<file path="src/rtl/hazard_ctrl.sv">
// Pipeline hazard controller: operand forwarding, load-use stall, mult/div EX sequencing.
// Optional HAZARD_STATS_EN adds a saturating stall-cycle counter output (stall_cnt).
//
// state   | meaning
// IDLE    | no mult/div in progress; ex_md_start launches one
// MD_BUSY | mult/div occupying EX; cnt counts remaining stall cycles
module hazard_ctrl #(
  parameter int MD_LATENCY = 4,
  parameter int STAT_W     = 16
) (
  input  logic              clk,
  input  logic              reset,
  input  logic [4:0]        id_rs,
  input  logic [4:0]        id_rt,
  input  logic              id_uses_rt,
  input  logic              id_branch_tk,
  input  logic [4:0]        ex_rs,
  input  logic [4:0]        ex_rt,
  input  logic [4:0]        ex_rd,
  input  logic              ex_memread,
  input  logic              ex_md_start,
  input  logic [4:0]        mem_rd,
  input  logic              mem_regwrite,
  input  logic [4:0]        wb_rd,
  input  logic              wb_regwrite,
  output logic [1:0]        fwd_a,
  output logic [1:0]        fwd_b,
  output logic              pc_we,
  output logic              ifid_we,
  output logic              idex_we,
  output logic              ifid_flush,
  output logic              idex_bubble,
  output logic              exmem_bubble,
  output logic              md_busy,
`ifdef HAZARD_STATS_EN
  output logic [STAT_W-1:0] stall_cnt,
`endif
  output logic              md_done
);

  localparam int CW = $clog2(MD_LATENCY);

  typedef enum logic {IDLE, MD_BUSY} state_t;

  state_t        state, state_nx;
  logic [CW-1:0] cnt, cnt_nx;
  logic          md_stall, md_fin, lu;

  function automatic logic [1:0] fwd_sel(input logic [4:0] src,
                                         input logic [4:0] m_rd, input logic m_we,
                                         input logic [4:0] w_rd, input logic w_we);
    if (m_we && m_rd != 5'd0 && m_rd == src)      fwd_sel = 2'b10;
    else if (w_we && w_rd != 5'd0 && w_rd == src) fwd_sel = 2'b01;
    else                                          fwd_sel = 2'b00;
  endfunction

  always_ff @(posedge clk) begin
    if (reset) begin
      state <= IDLE;
      cnt   <= '0;
    end else begin
      state <= state_nx;
      cnt   <= cnt_nx;
    end
  end

  always_comb begin
    state_nx = state;
    cnt_nx   = cnt;
    md_stall = 1'b0;
    md_fin   = 1'b0;
    case (state)
      IDLE: begin
        if (ex_md_start) begin
          md_stall = 1'b1;
          state_nx = MD_BUSY;
          cnt_nx   = CW'(MD_LATENCY - 2);
        end
      end
      MD_BUSY: begin
        if (cnt != '0) begin
          md_stall = 1'b1;
          cnt_nx   = cnt - CW'(1);
        end else begin
          md_fin   = 1'b1;
          state_nx = IDLE;
        end
      end
      default: state_nx = IDLE;
    endcase
  end

  assign lu = ex_memread && (ex_rd != 5'd0) &&
              ((ex_rd == id_rs) || (id_uses_rt && ex_rd == id_rt));

  always_comb begin
    fwd_a        = 2'b00;
    fwd_b        = 2'b00;
    pc_we        = 1'b0;
    ifid_we      = 1'b0;
    idex_we      = 1'b0;
    ifid_flush   = 1'b0;
    idex_bubble  = 1'b1;
    exmem_bubble = 1'b1;
    md_busy      = 1'b0;
    md_done      = 1'b0;
    if (!reset) begin
      fwd_a        = fwd_sel(ex_rs, mem_rd, mem_regwrite, wb_rd, wb_regwrite);
      fwd_b        = fwd_sel(ex_rt, mem_rd, mem_regwrite, wb_rd, wb_regwrite);
      md_busy      = (state == MD_BUSY);
      md_done      = md_fin;
      // mult/div stall holds ID/EX, so a coincident load-use inserts no bubble
      pc_we        = !(md_stall || lu);
      ifid_we      = !(md_stall || lu);
      idex_we      = !md_stall;
      idex_bubble  = lu && !md_stall;
      exmem_bubble = md_stall;
      ifid_flush   = id_branch_tk && !md_stall && !lu;
    end
  end

`ifdef HAZARD_STATS_EN
  always_ff @(posedge clk) begin
    if (reset)
      stall_cnt <= '0;
    else if (!pc_we && stall_cnt != '1)
      stall_cnt <= stall_cnt + STAT_W'(1);
  end
`endif

endmodule
</file>
<file path="config.mk">
export PLATFORM = sky130hd
export DESIGN_NAME = hazard_ctrl
export DESIGN_NICKNAME = d
export VERILOG_FILES = /design/src/rtl/hazard_ctrl.sv
export SDC_FILE = /design/constraint.sdc
export NUM_CORES = 1
export LEC_CHECK = 0
export BUFFER_PORTS_ARGS = -buffer_cell sky130_fd_sc_hd__buf_2
export CAP_MARGIN = 25
export CORE_UTILIZATION = 35
export CTS_BUF_LIST = sky130_fd_sc_hd__clkbuf_4
export CTS_CLUSTER_SIZE = 40
export DETAILED_ROUTE_END_ITERATION = 8
export PLACE_DENSITY = 0.76
export SYNTH_ARGS = -nofsm -noshare
export SYNTH_HDL_FRONTEND = slang
export SYNTH_SLANG_ARGS = --single-unit
</file>
<file path="constraint.sdc">
create_clock -name clk -period 2.7 [get_ports clk]
set_clock_uncertainty 0.05 [all_clocks]
set_input_delay 0.135 -clock clk [delete_from_list [all_inputs] [get_ports clk]]
set_output_delay 0.135 -clock clk [all_outputs]
set_load 0.1 [all_outputs]
</file>
==> summary.md <==
| Metric | Value |
|---|---|
| Clock Path Buffers | `2` |
| DRT iter0 DRCs | `18` |
| GR Util met3 | `0.0417` |
| First-pass GRT wire length | `2.80 mm` |
| Setup crit end kind | `output port` |
| Port bufs | `54` |
| Yosys warnings | `0` |
| Root Buffer Master | `clkbuf_4` |
| Comb pwr share | `0.589` |
| Synthesized Nets | `122` |
| Met1 usage | `0.191` |
| Data arrival time of the worst path | `1.94 ns` |
| Main area contributors after synthesis | `xnor2_1 29%, xor2_1 15%, dfxtp_1 10%` |
| Initial Util | `0.385` |
| Fin nets | `179` |
| Pins Over Slew Limit | `0` |
| Net switching power | `0.152 mW` |
| Worst EP required | `2.52 ns` |
| Dpl ws | `0.677 ns` |
| Overall Power | `0.332 mW` |
| Yosys reg bits | `3` |
| Inserted Clock Buffers | `3` |
| M2 GR Usage | `0.379` |
| Sink Count | `3` |
| Clk pwr share | `0.262` |
| PostCTS Resize Cnt | `0` |
| Sw frac | `0.456` |
| Post-synthesis sequential area ratio | `0.100` |
| DR vias/cell | `5.15` |
| Worst Tran Pin Value | `0.493 ns` |
| Worst hold path type | `input pin to register` |
| Pin count of the biggest net entering global routing | `10` |
| 1st-pass router iterations | `5` |
| Pleak | `0.439 nW` |
| Post-synth EDFFs | `0` |
| Num ports | `55` |
| Crit-path slowest cell | `buf_2` |
| Non-filler cells, final | `150` |
| Run status | `finished with violations` |
| All-layer global routing usage | `0.192` |
| Synth Cell Area | `601 um2` |
| Detail Placement HPWL | `1.49 mm` |
| Vias | `773` |
| Die area | `0.00189 mm2` |
| CTS H-tree lvls | `1` |
| Failing checks | `design-rule violations` |
| Clk_lat worst skew | `0.23 ns` |
| Die Wd | `43.4 um` |
| Setup repair bufs after CTS | `0` |
| Average size of a mapped cell | `7.70 um2` |
| Antenna violations before repair | `0` |
| ANT cells | `0` |
| Setup CP Type | `register to output port` |
| Clock transition at path regs | `0.04 ns` |
| Peak fanout along the critical path | `5` |
| Highest Clock Rate | `470 MHz` |
| Worst reg-to-reg path cell count | `5` |
| Post-DP Area | `916 um2` |
| Die Y | `43.4 um` |
| CP Cell Sequence | `inv_1 > ha_1 > nor2b_1 > a21oi_1 > nand2b_2 > a211oi_2 > buf_2` |
| Most used routing layer | `met2` |
| Layout cell share with drive strength beyond 1 | `0.485` |
| Synth async-reset ratio | `0` |
| CTS tree | `built` |
| Minimum clock period | `2.13 ns` |
| Post-route setup slack | `0.573 ns` |
| Power per standard cell area | `351 mW/mm2` |
| Final hold vios | `0` |
| Final instance area | `946 um2` |
| Peak supply drop | `214 uV` |
| Ys flop type | `dfxtp_1` |
| Post-route ant nets | `0` |
| Critical path launch point type | `register` |
| Internal power | `0.181 mW` |
| Num rows | `14` |
| Core box area | `0.00156 mm2` |
| Routability Congestion | `0.838` |
| Area delta synth->final | `57.5%` |
| # Max-Cap Violations | `0` |
| Worst path max stage delay | `0.45 ns` |
| Synth unique cells | `27` |
| Grt ovf | `0` |
| Detailed-route DRC error count | `13` |
| Hold path depth | `2` |
| RSZ-0062 raised after global routing | `no` |
| Top-area cell type share of the netlist area | `0.292` |
| Mapped Cells | `78` |
| Fraction of power consumed by sequential logic | `0.149` |
| Final WL | `1.66 mm` |
| Wire per inst | `11.0 um` |
| Vias in the first global route | `717` |
| Slew HR | `0.674` |
| Final setup viols | `0` |
| CTS Hold Bufs | `0` |
| Fin crit share | `0.788` |
| Inst Count DP | `146` |
| Post-synth top area cell | `xnor2_1` |
==> cells in the mapped netlist, drive strengths merged, types with 2 or more instances <==
cell type / instances
nand2: 4
nand3: 3
o21ai: 2
dfxtp: 3
nor3: 2
xor2: 10
or4: 5
xnor2: 20
nor2b: 2
a21oi: 2
inv: 5
nor2: 3
nor4: 4
a211oi: 2
==> layout by cell type (no fill, tap or decap) <==
cell,instances
o21a_1,1
o21ai_2,1
a21oi_4,1
clkbuf_4,4
nor2_1,3
or4_1,5
a21oi_1,1
nor4_1,2
nor3_1,2
nand4_1,1
mux2i_1,1
xor2_1,10
o22ai_1,1
a211oi_2,1
xnor2_1,20
o21ai_1,1
nor4_4,2
a31o_2,1
ha_1,1
and2_1,1
dfxtp_1,3
inv_1,5
a211oi_1,1
nand2_1,4
buf_2,54
and3_1,1
nor2b_1,2
nand3_1,3
nand2b_2,1
==> layer usage <==
layer	vias up	part of all wire	wire, um
li1	385	-	-
met1	340	0.37	611
met2	48	0.52	866
met3	0	0.11	177
met4	0	0	0
met5	-	0	0
==> per-stage QoR <==
| stage | hold slack [ns] | setup TNS (ns) | utilization |
|---|---|---|---|
| final | 0.142 | 0 | 0.607 |
| after global routing | 0.158 | 0 | 0.607 |
| after CTS | 0.141 | 0 | 0.607 |
| after detailed placement | 0.388 | 0 | 0.587 |
| after global placement | 0.382 | 0 | 0.587 |
| after floorplan | 0.307 | -1.61 | - |
==> sequential cells by signal, summed over array words and instances (netlist names) <==
signal,count
cnt,2
state,1
==> kinds of logic after synthesis <==
group	after synthesis	share of synthesized area
AND/OR/NAND/NOR	27	0.273
flip-flops	3	0.100
XOR/XNOR	30	0.437
AO/OA/AOI/OAI	9	0.102
multiplexers	1	0.0167
buffers and inverters	7	0.0500
adder cells (fa/ha/maj)	1	0.0208
==> final cells by class <==
class	instances	area [um2]
Sequential cell	3	60.1
Multi-Input combinational cell	68	547
Fill cell	150	613
Timing Repair Buffer	54	270
Inverter	5	18.8
Tap cell	16	20.0
Clock buffer	4	30.0
==> path summary, 6_finish.rpt <==
check	from	endpoint	slack [ns]
setup reg to reg	cnt[0]	cnt[1]	1.35
hold / removal	reset	cnt[0]	0.14
setup / recovery	cnt[0]	ifid_flush	0.57
hold reg to reg	cnt[1]	cnt[1]	0.44
==> worst max-delay path: cells and delay by family, from the launching register on <==
family | cells | cell delay, ns
compound gates | 2 | 0.50
fa+ha+maj | 1 | 0.15
buf+inv | 2 | 0.51
flops | 1 | 0.31
simple gates | 2 | 0.24
==> power by group through the flow <==
stage	clock, mW	combinational [mW]	sequential (mW)
2_1_floorplan	0	0.137	0.0496
3_3_place_gp	0	0.193	0.0498
3_5_place_dp	0	0.197	0.0499
4_1_cts	0.0907	0.197	0.0493
5_1_grt	0.0945	0.211	0.0497
6_report	0.0870	0.196	0.0494
(Power assumes the default switching activity.)
